<file path="src/rtl/pc_sequencer_if.sv">
// Control/handshake bundle between the sequencer and the datapath plus
// instruction/data memories.
interface pc_sequencer_if;
   logic       run;
   logic       imem_ack;
   logic [7:0] imem_data;
   logic       dmem_ack;
   logic       zero;
   logic       comp;
   logic [7:0] jmp_target;
   logic [7:0] pc;
   logic       imem_req;
   logic [7:0] ir;
   logic       dmem_req;
   logic       dmem_we;
   logic       reg_we;
   logic       alu_src;
   logic       mem_to_reg;
   logic       halted;
   logic       fault;

   modport master (
      input  run, imem_ack, imem_data, dmem_ack, zero, comp, jmp_target,
      output pc, imem_req, ir, dmem_req, dmem_we, reg_we, alu_src,
             mem_to_reg, halted, fault
   );

   modport slave (
      output run, imem_ack, imem_data, dmem_ack, zero, comp, jmp_target,
      input  pc, imem_req, ir, dmem_req, dmem_we, reg_we, alu_src,
             mem_to_reg, halted, fault
   );
endinterface

</file>
<file path="src/rtl/pc_sequencer.sv">
// Multicycle control FSM for the 8-bit core: owns the PC, fetches over an
// ack handshake and sequences decode/exec/mem/writeback with a handshake timeout.
module pc_sequencer #(
   parameter logic [7:0] RESET_PC    = 8'h00,
   parameter int         ACK_TIMEOUT = 15
) (
   input  logic              clk,
   input  logic              rst,
   pc_sequencer_if.master    bus
);

   typedef enum logic [2:0] {
      IDLE, FETCH, DECODE, EXEC, MEM, WB, HALT
   } state_t;

   localparam logic [2:0] OP_ALU   = 3'd0;
   localparam logic [2:0] OP_ADDI  = 3'd1;
   localparam logic [2:0] OP_LOAD  = 3'd2;
   localparam logic [2:0] OP_STORE = 3'd3;
   localparam logic [2:0] OP_BEQ   = 3'd4;
   localparam logic [2:0] OP_JUMP  = 3'd5;
   localparam logic [2:0] OP_BLT   = 3'd6;
   localparam logic [2:0] OP_HALT  = 3'd7;

   localparam logic [7:0] TIMEOUT_VAL = 8'(ACK_TIMEOUT);

   state_t     state_reg;
   logic [7:0] pc_reg;
   logic [7:0] ir_reg;
   logic [7:0] cnt_reg;
   logic       fault_reg;

   logic [2:0] op;
   logic [7:0] pc_inc;
   logic [7:0] pc_branch;
   logic       timeout_hit;
   state_t     boundary_next;

   assign op          = ir_reg[7:5];
   assign pc_inc      = pc_reg + 8'd1;
   assign pc_branch   = pc_inc + {{3{ir_reg[4]}}, ir_reg[4:0]};
   assign timeout_hit = (cnt_reg + 8'd1) == TIMEOUT_VAL;
   // Every instruction boundary parks in IDLE when run is low.
   assign boundary_next = bus.run ? FETCH : IDLE;

   always_ff @(posedge clk or posedge rst) begin
      if (rst) begin
         state_reg <= IDLE;
         pc_reg    <= RESET_PC;
         ir_reg    <= 8'h00;
         cnt_reg   <= 8'h00;
         fault_reg <= 1'b0;
      end else begin
         case (state_reg)
            IDLE: begin
               cnt_reg <= 8'h00;
               if (bus.run) state_reg <= FETCH;
            end
            FETCH: begin
               if (bus.imem_ack) begin
                  ir_reg    <= bus.imem_data;
                  cnt_reg   <= 8'h00;
                  state_reg <= DECODE;
               end else if (timeout_hit) begin
                  fault_reg <= 1'b1;
                  state_reg <= HALT;
               end else begin
                  cnt_reg <= cnt_reg + 8'd1;
               end
            end
            DECODE: begin
               cnt_reg   <= 8'h00;
               state_reg <= (op == OP_HALT) ? HALT : EXEC;
            end
            EXEC: begin
               case (op)
                  OP_ALU, OP_ADDI:  state_reg <= WB;
                  OP_LOAD, OP_STORE: state_reg <= MEM;
                  OP_BEQ: begin
                     pc_reg    <= bus.zero ? pc_branch : pc_inc;
                     state_reg <= boundary_next;
                  end
                  OP_BLT: begin
                     pc_reg    <= bus.comp ? pc_branch : pc_inc;
                     state_reg <= boundary_next;
                  end
                  OP_JUMP: begin
                     pc_reg    <= bus.jmp_target;
                     state_reg <= boundary_next;
                  end
                  default: state_reg <= HALT;
               endcase
            end
            MEM: begin
               if (bus.dmem_ack) begin
                  cnt_reg <= 8'h00;
                  if (op == OP_STORE) begin
                     pc_reg    <= pc_inc;
                     state_reg <= boundary_next;
                  end else begin
                     state_reg <= WB;
                  end
               end else if (timeout_hit) begin
                  fault_reg <= 1'b1;
                  state_reg <= HALT;
               end else begin
                  cnt_reg <= cnt_reg + 8'd1;
               end
            end
            WB: begin
               pc_reg    <= pc_inc;
               state_reg <= boundary_next;
            end
            HALT:    state_reg <= HALT;
            default: state_reg <= IDLE;
         endcase
      end
   end

   // Moore decode from state and the latched instruction only.
   assign bus.pc         = pc_reg;
   assign bus.ir         = ir_reg;
   assign bus.imem_req   = (state_reg == FETCH);
   assign bus.dmem_req   = (state_reg == MEM);
   assign bus.dmem_we    = (state_reg == MEM) && (op == OP_STORE);
   assign bus.reg_we     = (state_reg == WB);
   assign bus.alu_src    = (state_reg == EXEC) &&
                           ((op == OP_ADDI) || (op == OP_LOAD) || (op == OP_STORE));
   assign bus.mem_to_reg = (state_reg == WB) && (op == OP_LOAD);
   assign bus.halted     = (state_reg == HALT);
   assign bus.fault      = fault_reg;

endmodule
</file>
<file path="src/flat_wrapper.sv">
// flat-port wrapper written by rule: the top's interface ports become plain ports
module pc_sequencer_flat 
#(
   parameter logic [7:0] RESET_PC    = 8'h00,
   parameter int         ACK_TIMEOUT = 15
)
  (clk, rst, bus_run, bus_imem_ack, bus_imem_data, bus_dmem_ack, bus_zero, bus_comp, bus_jmp_target, bus_pc, bus_imem_req, bus_ir, bus_dmem_req, bus_dmem_we, bus_reg_we, bus_alu_src, bus_mem_to_reg, bus_halted, bus_fault);
  pc_sequencer_if bus_i ();
  input  logic clk;
  input  logic rst;
  input wire logic [$bits(bus_i.run)-1:0] bus_run;
  input wire logic [$bits(bus_i.imem_ack)-1:0] bus_imem_ack;
  input wire logic [$bits(bus_i.imem_data)-1:0] bus_imem_data;
  input wire logic [$bits(bus_i.dmem_ack)-1:0] bus_dmem_ack;
  input wire logic [$bits(bus_i.zero)-1:0] bus_zero;
  input wire logic [$bits(bus_i.comp)-1:0] bus_comp;
  input wire logic [$bits(bus_i.jmp_target)-1:0] bus_jmp_target;
  output wire logic [$bits(bus_i.pc)-1:0] bus_pc;
  output wire logic [$bits(bus_i.imem_req)-1:0] bus_imem_req;
  output wire logic [$bits(bus_i.ir)-1:0] bus_ir;
  output wire logic [$bits(bus_i.dmem_req)-1:0] bus_dmem_req;
  output wire logic [$bits(bus_i.dmem_we)-1:0] bus_dmem_we;
  output wire logic [$bits(bus_i.reg_we)-1:0] bus_reg_we;
  output wire logic [$bits(bus_i.alu_src)-1:0] bus_alu_src;
  output wire logic [$bits(bus_i.mem_to_reg)-1:0] bus_mem_to_reg;
  output wire logic [$bits(bus_i.halted)-1:0] bus_halted;
  output wire logic [$bits(bus_i.fault)-1:0] bus_fault;
  assign bus_i.run = bus_run;
  assign bus_i.imem_ack = bus_imem_ack;
  assign bus_i.imem_data = bus_imem_data;
  assign bus_i.dmem_ack = bus_dmem_ack;
  assign bus_i.zero = bus_zero;
  assign bus_i.comp = bus_comp;
  assign bus_i.jmp_target = bus_jmp_target;
  assign bus_pc = bus_i.pc;
  assign bus_imem_req = bus_i.imem_req;
  assign bus_ir = bus_i.ir;
  assign bus_dmem_req = bus_i.dmem_req;
  assign bus_dmem_we = bus_i.dmem_we;
  assign bus_reg_we = bus_i.reg_we;
  assign bus_alu_src = bus_i.alu_src;
  assign bus_mem_to_reg = bus_i.mem_to_reg;
  assign bus_halted = bus_i.halted;
  assign bus_fault = bus_i.fault;
  pc_sequencer #(.RESET_PC(RESET_PC), .ACK_TIMEOUT(ACK_TIMEOUT)) u_core (.clk(clk), .rst(rst), .bus(bus_i));
endmodule
</file>
<file path="config.mk">
export PLATFORM = sky130hd
export DESIGN_NAME = pc_sequencer_flat
export DESIGN_NICKNAME = d
export VERILOG_FILES = /design/src/rtl/pc_sequencer_if.sv /design/src/rtl/pc_sequencer.sv /design/src/flat_wrapper.sv
export SDC_FILE = /design/constraint.sdc
export NUM_CORES = 1
export LEC_CHECK = 0
export CORE_UTILIZATION = 28
export CTS_CLUSTER_DIAMETER = 150
export DETAILED_ROUTE_END_ITERATION = 8
export SETUP_SLACK_MARGIN = 0.2
export SLEW_MARGIN = 20
export SYNTH_ARGS = -nofsm -noshare
export SYNTH_HDL_FRONTEND = slang
export SYNTH_SLANG_ARGS = --single-unit
export TNS_END_PERCENT = 20
</file>
<file path="constraint.sdc">
create_clock -name clk -period 3.1 [get_ports clk]
set_clock_uncertainty 0.1 [all_clocks]
set_input_delay 0.62 -clock clk [delete_from_list [all_inputs] [get_ports clk]]
set_output_delay 0.62 -clock clk [all_outputs]
set_load 0.05 [all_outputs]
</file>
==> reports/qor.yml, run 1 <==
status:
  status: "finished clean"
setup_path:
  path_class: "reg2out"
  crit_path_max_fanout: 8
  crit_chain: "nand2b_1 > nor2_1 > clkdlybuf4s50_1"
  slowest_stage: "clkdlybuf4s50_1"
  critPathLaunchType: "flop"
  end_kind: "output pin"
  slowest_delay_ns: 0.82
  startpoint: "u_core.state_reg[1]$_DFFE_PP0P_"
  arrival_ns: 2.13
  required_ns: 2.38
  reg2reg_from: "u_core.bus.pc[0]$_DFFE_PP0P_"
die:
  core_area_sq_um: 7730
  initial_core_util_pct: 29.0
  fp.dieH_um: 91.5
  die_area_sq_um: 8380
  ios: 47
  num_rows: 32
  die-width_um: 91.5
route:
  drt-total-wl_mm: 5.63
  avgViaCountPerCell: 5.03
  drc: 0
  vias: 1992
  wl_per_cell_um: 14.2
  final_antenna_net_count: 0
  drt_iter0_markers: 65
  drtPass1Iterations: 4
place:
  place.detailed.hpwl_mm: 4.24
  post-place-ws_ns: 0.431
  place_congestion: 0.875
  io_buffers: 46
power_and_ir_drop:
  p_total_mw: 3.43
  power_leakage_nw: 1.15
  peakVddDrop_mv: 0.406
  powerDensity_nw_per_um2: 1200
sta:
  min_period_ns: 2.85
  rsz0062_at_grt: "true"
  slew_violations: 0
  layout_setup_ws_ns: 0.255
  relSlewSlack_pct: 58.6
  hold_violations: 0
  period_share_pct: 91.8
  fmax_mhz: 351
  worst_pin_slew_ns: 0.619
  final.setup.tns_ns: 0
  hold_ws_ns: 0.381
  final-setup-viol-count: 0
clock_network:
  cts_hold_buf: 0
  clk_pin_slew_ns: 0.11
  clk_latency_ns: 0.28
  cts_buffers: 3
  cts.path.max_buffers: 2
  cts_setup_buffers: 0
  clock_sinks: 28
  cts_tree: "yes"
  htreeDepth: 1
  cts-root-buf: "clkbuf_8"
logic_synthesis:
  ys_types: 62
  synth_edf_count: 0
  synthFlopType: "dfrtp_1"
  synth_nets: 285
  syn_inst: 250
  syn-cell-area_sq_um: 2240
  seq_area_frac_synth_pct: 31.2
  ys_ff_latch: 28
  async_flop_share_pct: 100
  synth_top_cell_by_area: "dfrtp_1"
  synth_warnings: 0
  synth_top_area_share_pct: 31.2
  postSynthAreaPerCell_sq_um: 8.98
  synthTopCellsByArea: "dfrtp_1 31%, ha_1 6.1%, o21ai_0 4.7%"
grt:
  grt_pass1_wl_mm: 9.29
  grt_pass1_vias: 1849
  grtUsageTotal_pct: 13.7
  antenna_found_initial: 0
  grt_overflow: 0
  grt_max_degree: 29
hold_path:
  hold_start: "u_core.bus.fault$_DFFE_PP0P_"
  min_path_type: "reg2reg"
run:
  maxCapViolCount: 0
layout:
  syn2layout_area_growth_pct: 27.0
  nets: 330
  final_util_pct: 36.9
  insertedDiodeCount: 0
  drive_gt1_share_pct: 12.9
==> routing by layer <==
layer / vias to the layer above / share of wire [%] / GRT usage [%] / routed length, um
met5: - / 0 / 0 / 0
met4: 0 / 0.46 / 1.85 / 26
met3: 2 / 4.9 / 2.51 / 277
met2: 39 / 44 / 21.4 / 2500
met1: 935 / 50 / 20.0 / 2830
li1: 1016 / - / - / -
==> where the power goes <==
part           leakage (nW)  internal, mW  switching [mW]  total, mW
Sequential            0.351         0.502           0.208      0.709
Clock                0.0288         0.114           0.119      0.233
Combinational         0.766          1.04            1.44       2.48
Total                  1.15          1.66            1.77       3.43
==> cells by family (layout without fill, tap and decap cells) <==
family | count (synthesis) | count (layout) | synth area share (%)
multiplexers | 6 | 6 | 3.01
XOR/XNOR | 14 | 14 | 6.08
AO/OA/AOI/OAI | 83 | 83 | 26.3
flip-flops | 28 | 28 | 31.2
buffers and inverters | 26 | 70 | 5.96
AND/OR/NAND/NOR | 80 | 80 | 19.9
adder cells (fa/ha/maj) | 13 | 13 | 7.52
==> critical path: cells and delay by family, from the launching register on <==
kind                   cells  cell delay (ns)
buffers and inverters      1             0.82
DFF                        1             0.46
and+or+nand+nor            2             0.56
==> through the flow <==
stage | cells | area (sq um)
2_1_floorplan | 250 | 2240
3_3_place_gp | 392 | 2800
3_5_place_dp | 392 | 2800
4_1_cts | 396 | 2850
5_1_grt | 396 | 2850
6_report | 396 | 2850
==> cell usage in the layout, fill, tap and decap left out, types with 3 or more instances in the layout <==
cell	Yosys	final
o22ai_1	4	4
inv_1	12	12
nand3_1	10	10
clkbuf_8	0	4
o21a_1	4	4
nor2b_1	5	5
a22o_1	3	3
dfrtp_1	28	27
nor3_1	6	6
and3_1	7	7
a22oi_1	5	5
nor2_1	14	14
o21ai_0	21	21
nand3b_1	4	4
nand2_1	17	17
clkdlybuf4s50_1	0	43
xor2_1	4	4
buf_4	3	10
mux2_2	6	6
o31ai_1	3	3
nand2b_1	6	6
xnor2_1	9	9
a21oi_1	9	9
a21o_1	3	3
ha_1	11	11
o221ai_1	3	3
==> final cells by class <==
class                      instances  area [sq um]
fill                             797          4880
multi-input combinational        196          1410
sequential                        28           702
timing repair buffer              53           505
tap                              102           128
clock buffer                       4          55.1
inverter                          13          51.3
==> worst paths after layout <==
| kind | cells past startpoint | to | slack, ns |
|---|---|---|---|
| setup / recovery | 3 | bus_reg_we | 0.25 |
| hold / removal | 1 | u_core.bus.fault$_DFFE_PP0P_ | 0.38 |
| setup reg to reg | 11 | u_core.bus.pc[7]$_DFFE_PP0P_ | 0.46 |
| hold reg to reg | 1 | u_core.bus.fault$_DFFE_PP0P_ | 0.38 |
| max in group asynchronous | 3 | u_core.bus.pc[0]$_DFFE_PP0P_ | 2.01 |
| min in group asynchronous | 3 | u_core.bus.pc[3]$_DFFE_PP0P_ | 0.60 |
==> cells in the mapped netlist (all sizes together) (4+ instances only) <==
cell	n
and3	7
xor2	4
o22ai	5
nand2	17
nor3	7
nor2	15
nand3	10
nand2b	6
nor2b	5
ha	11
mux2	6
nand3b	4
o21ai	23
a21oi	11
a22oi	6
dfrtp	28
inv	13
xnor2	9
buf	10
o21a	4
==> repair_timing <==
item,in CTS,in global routing
endpoints found under the setup margin,0,3
hold endpoints to repair,0,0
resized for setup,0,1
Note: power is estimated with default switching activity, not from simulation.
==> inputs of run 2 (changes only) <==
--- a/config.mk
+++ b/config.mk
@@ -5,9 +5,10 @@
 export SDC_FILE = /design/constraint.sdc
 export NUM_CORES = 1
 export LEC_CHECK = 0
-export CORE_UTILIZATION = 28
+export CORE_UTILIZATION = 42
 export CTS_CLUSTER_DIAMETER = 150
 export DETAILED_ROUTE_END_ITERATION = 8
+export PLACE_DENSITY = 0.68
 export SETUP_SLACK_MARGIN = 0.2
 export SLEW_MARGIN = 20
 export SYNTH_ARGS = -nofsm -noshare
==> run 2 against run 1 <==
  * Cell count down 8.8%
  * Global-route usage up 6.9 points
  * Sequential share of layout area up 0.37 points
==> reports/qor.yml, run 2 (same netlist as run 1, synthesis figures left out) <==
status:
  status: "finished clean"
route:
  final_antenna_net_count: 0
  wl_per_cell_um: 14.8
  drtPass1Iterations: 4
  drt-total-wl_mm: 5.34
  avgViaCountPerCell: 5.70
  drc: 0
  drt_iter0_markers: 83
  vias: 2056
layout:
  multi_input_area_sq_um: 1410
  nets: 327
  final_cell_mix: "42 x clkdlybuf4s50_1, 27 x dfrtp_1, 21 x o21ai_0, 17 x nand2_1, 14 x nor2_1"
  drive_gt1_share_pct: 11.7
  final_common_cell: "clkdlybuf4s50_1"
  syn2layout_area_growth_pct: 25.1
  seq_area_sq_um: 702
  insertedDiodeCount: 0
  fillers: 508
die:
  ios: 47
  die-width_um: 75.1
  fp.dieH_um: 75.1
  die_area_sq_um: 5640
  core_area_sq_um: 5140
  initial_core_util_pct: 43.7
  num_rows: 26
place:
  place.detailed.hpwl_mm: 3.86
  place_congestion: 0.830
  io_buffers: 46
clock_network:
  clock_sinks: 28
  cts-root-buf: "clkbuf_8"
  clk_pin_slew_ns: 0.11
  clk_latency_ns: 0.29
  htreeDepth: 1
  cts_setup_buffers: 0
  cts_buffers: 3
  cts_tree: "yes"
  cts.path.max_buffers: 2
setup_path:
  slowest_delay_ns: 0.82
  crit_path_end: "bus_reg_we"
  end_kind: "output pin"
  path_class: "reg2out"
  slowest_stage: "clkdlybuf4s50_1"
  rr_endpoint: "u_core.bus.pc[7]$_DFFE_PP0P_"
  crit_path_max_fanout: 16
  crit_chain: "nand2b_1 > nor2_1 > clkdlybuf4s50_1"
  required_ns: 2.38
  startpoint: "u_core.state_reg[2]$_DFFE_PP0P_"
  r2r_cells: 11
  reg2reg_slack_ns: 0.39
  reg2reg_from: "u_core.bus.pc[0]$_DFFE_PP0P_"
  critPathLaunchType: "flop"
  arrival_ns: 2.19
power_and_ir_drop:
  internal-power_mw: 1.69
  power.share.clock_pct: 8.8
  power_switching_mw: 1.77
  peakVddDrop_mv: 0.672
  p_total_mw: 3.46
  p_seq_share_pct: 22.4
  powerDensity_nw_per_um2: 1230
  netSwitchingFraction_pct: 51.2
  power_leakage_nw: 1.16
  power_frac_comb_pct: 68.8
sta:
  final-setup-viol-count: 0
  fmax_mhz: 344
  worst_pin_slew_ns: 0.672
  rsz0062_at_grt: "true"
  period_share_pct: 93.7
  min_period_ns: 2.91
  final.setup.tns_ns: 0
  hold_violations: 0
  relSlewSlack_pct: 55.0
  slew_violations: 0
hold_path:
  hold_path_depth: 1
  min_path_type: "reg2reg"
run:
  maxCapViolCount: 0
grt:
  use_met2_pct: 31.6
  grt_pass1_wl_mm: 8.77
  grt_max_degree: 29
  antenna_found_initial: 0
  grt-busiest-layer: "met2"
  met1_usage_pct: 28.9
  grt_util_met3_pct: 2.41
  grt_pass1_vias: 1921
  grtUsageTotal_pct: 20.6
  grt_overflow: 0
run 2: changes by cell type in the layout (fill, tap and decap cells not counted):
cell             previous run  this run
clkbuf_8                    4         3
bufinv_16                   0         1
buf_4                      10         6
dlymetal6s2s_1              0         1
dlygate4sd2_1               0         1
clkdlybuf4s50_1            43        42
run 2: area by class of cell:
| cell class | instances | area share [%] |
|---|---|---|
| Multi-Input combinational cell | 196 | 50.2 |
| Sequential cell | 28 | 25.0 |
| Timing Repair Buffer | 50 | 17.3 |
| Tap cell | 70 | 3.12 |
| Inverter | 13 | 1.83 |
| Clock buffer | 3 | 1.47 |
| Clock inverter | 1 | 1.07 |
run 2: metal layers:
layer  up-vias  share of wire (%)
met3        15                4.3
li1       1000                  -
met1       986                 47
met5         -                  0
met2        55                 46
met4         0                2.7
run 2: power groups by stage:
stage                     clock network (mW)  registers, mW  logic, mW
after global routing                   0.327          0.809       2.60
after global placement                     0          0.771       2.36
after floorplan                            0          0.990       1.61
after detailed placement                   0          0.779       2.38
final                                  0.306          0.775       2.38
after CTS                              0.311          0.772       2.38
run 2: worst min path at each step:
| stage | start | endpoint | slack, ns |
|---|---|---|---|
| finish | u_core.bus.fault$_DFFE_PP0P_ | u_core.bus.fault$_DFFE_PP0P_ | 0.39 |
| global route | u_core.cnt_reg[3]$_DFFE_PP0P_ | u_core.cnt_reg[3]$_DFFE_PP0P_ | 0.43 |
| CTS | u_core.bus.fault$_DFFE_PP0P_ | u_core.bus.fault$_DFFE_PP0P_ | 0.39 |
| detailed placement | u_core.bus.fault$_DFFE_PP0P_ | u_core.bus.fault$_DFFE_PP0P_ | 0.37 |
| global placement | u_core.bus.fault$_DFFE_PP0P_ | u_core.bus.fault$_DFFE_PP0P_ | 0.36 |
| floorplan | u_core.cnt_reg[3]$_DFFE_PP0P_ | u_core.cnt_reg[3]$_DFFE_PP0P_ | 0.36 |
run 2: through the flow:
stage | utilization (%) | worst slack, ns | hold slack [ns] | cell area (sq um) | std cells
6_report | 54.6 | 0.194 | 0.387 | 2810 | 361
5_1_grt | 54.6 | 0.0601 | 0.431 | 2810 | 361
4_1_cts | 54.6 | 0.125 | 0.395 | 2810 | 361
3_5_place_dp | 53.2 | 0.428 | 0.366 | 2740 | 357
3_3_place_gp | 53.2 | 0.455 | 0.359 | 2740 | 357
2_1_floorplan | - | 0.289 | 0.365 | 2240 | 250
run 2: critical path: cells and delay by family, from the launching register on:
kind                   cells  cell delay, ns
DFF                        1            0.68
buffers and inverters      1            0.82
and+or+nand+nor            2            0.39
run 2: timing repair:
item	CTS	global route
hold buffers	0	0
resized for setup	1	2
endpoints found under the setup margin	3	3
==> inputs of run 3 (changes only) <==
--- a/config.mk
+++ b/config.mk
@@ -8,6 +8,7 @@
 export CORE_UTILIZATION = 42
 export CTS_CLUSTER_DIAMETER = 150
 export DETAILED_ROUTE_END_ITERATION = 8
+export MAX_ROUTING_LAYER = met4
 export PLACE_DENSITY = 0.68
 export SETUP_SLACK_MARGIN = 0.2
 export SLEW_MARGIN = 20
==> run 3 against run 2 <==
  * Clock power barely moved
  * Register-to-register slack is essentially flat
  * Die area stayed put
  * Maximum frequency shrank 0.14%
  * Sequential power about the same
==> reports/qor.yml, run 3 (same netlist as run 1, synthesis figures left out) <==
hold_path:
  hold_start: "u_core.bus.fault$_DFFE_PP0P_"
  whs_endpoint: "u_core.bus.fault$_DFFE_PP0P_"
  min_path_type: "reg2reg"
  hold_path_depth: 1
layout:
  insertedDiodeCount: 0
  syn2layout_area_growth_pct: 25.1
  fillers: 508
  final_common_cell: "clkdlybuf4s50_1"
  drive_gt1_share_pct: 11.7
  final_cells: 361
  fin_area_sq_um: 2810
  nets: 327
  final_cell_mix: "42 x clkdlybuf4s50_1, 27 x dfrtp_1, 21 x o21ai_0, 17 x nand2_1, 14 x nor2_1"
place:
  place.detailed.hpwl_mm: 3.86
  dp.cells: 357
  place_area_sq_um: 2740
  io_buffers: 46
  place_congestion: 0.842
  post-place-ws_ns: 0.428
run:
  maxCapViolCount: 0
die:
  ios: 47
  fp.dieH_um: 75.1
  initial_core_util_pct: 43.7
  die-width_um: 75.1
  num_rows: 26
  core_area_sq_um: 5140
  die_area_sq_um: 5640
power_and_ir_drop:
  peakVddDrop_mv: 0.673
  power.share.clock_pct: 8.8
  netSwitchingFraction_pct: 51.3
  power_leakage_nw: 1.16
  internal-power_mw: 1.69
  power_frac_comb_pct: 68.7
  p_seq_share_pct: 22.4
  power_switching_mw: 1.78
  powerDensity_nw_per_um2: 1230
sta:
  min_period_ns: 2.91
  final-setup-viol-count: 0
  layout_setup_ws_ns: 0.190
  relSlewSlack_pct: 55.2
  slew_violations: 0
  hold_violations: 0
  fmax_mhz: 344
  period_share_pct: 93.9
  rsz0062_at_grt: "true"
  hold_ws_ns: 0.387
  worst_pin_slew_ns: 0.670
  final.setup.tns_ns: 0
clock_network:
  clock_sinks: 28
  cts_hold_buf: 0
  htreeDepth: 1
  cts_tree: "yes"
  cts.path.max_buffers: 2
  clk_latency_ns: 0.29
  cts_buffers: 3
  clk_pin_slew_ns: 0.11
  cts-root-buf: "clkbuf_8"
grt:
  grt_overflow: 0
  grt_max_degree: 29
  grt_pass1_wl_mm: 8.80
  grtUsageTotal_pct: 21.3
  antenna_found_initial: 0
  grt_pass1_vias: 1916
setup_path:
  path_class: "reg2out"
  crit_path_max_fanout: 16
  reg2reg_from: "u_core.bus.pc[0]$_DFFE_PP0P_"
  rr_endpoint: "u_core.bus.pc[7]$_DFFE_PP0P_"
  end_kind: "output pin"
  critPathLaunchType: "flop"
  reg2reg_slack_ns: 0.38
  r2r_cells: 11
  crit_chain: "nand2b_1 > nor2_1 > clkdlybuf4s50_1"
  required_ns: 2.38
  arrival_ns: 2.19
  slowest_stage: "clkdlybuf4s50_1"
  slowest_delay_ns: 0.82
route:
  drc: 0
  drtPass1Iterations: 5
  final_antenna_net_count: 0
  drt-total-wl_mm: 5.35
  vias: 2060
  wl_per_cell_um: 14.8
  drt_iter0_markers: 87
  avgViaCountPerCell: 5.71
status:
  status: "finished clean"
==> run 3: final cells by class <==
type                       count  area, sq um  share of cell area (%)
inverter                      13         51.3                    1.83
multi-input combinational    196         1410                    50.2
sequential                    28          702                    25.0
clock inverter                 1         30.0                    1.07
clock buffer                   3         41.3                    1.47
timing repair buffer          50          487                    17.3
tap                           70         87.6                    3.12
==> run 3: worst max path at each step <==
stage / start / to / slack, ns
CTS: u_core.state_reg[1]$_DFFE_PP0P_ / bus_alu_src / 0.13
finish: u_core.state_reg[2]$_DFFE_PP0P_ / bus_reg_we / 0.19
global placement: u_core.state_reg[0]$_DFFE_PP0P_ / bus_imem_req / 0.46
detailed placement: u_core.state_reg[0]$_DFFE_PP0P_ / bus_imem_req / 0.43
global route: u_core.state_reg[2]$_DFFE_PP0P_ / bus_reg_we / 0.06
floorplan: u_core.bus.pc[0]$_DFFE_PP0P_ / u_core.bus.pc[7]$_DFFE_PP0P_ / 0.29
==> run 3: timing repair <==
item,CTS,global route
setup endpoints to repair,3,3
gates resized for setup,1,2
setup buffers,0,0
==> run 3: power by group through the flow <==
stage	logic, mW	clock network (mW)	registers (mW)
6_report	2.38	0.306	0.777
5_1_grt	2.60	0.327	0.810
4_1_cts	2.38	0.311	0.772
3_5_place_dp	2.38	0	0.779
3_3_place_gp	2.36	0	0.771
2_1_floorplan	1.61	0	0.990
==> run 3: layer usage <==
metal | up-vias | wire (um) | GRT usage, %
met5 | - | 0 | -
met4 | 0 | 127 | 10.1
met3 | 16 | 193 | 2.14
met2 | 49 | 2480 | 31.5
met1 | 994 | 2550 | 29.3
li1 | 1001 | - | -
==> run 3: per-stage QoR <==
step                      utilization (%)  power [mW]
after floorplan                         -        2.60
after global placement               53.2        3.13
after detailed placement             53.2        3.16
after CTS                            54.6        3.46
after global routing                 54.6        3.74
final                                54.6        3.46
==> run 3: worst max-delay path: cells and delay by family (launching register included) <==
kind / cells / cell delay (ns)
buffers and inverters: 1 / 0.82
flip-flops: 1 / 0.68
AND/OR/NAND/NOR: 2 / 0.39
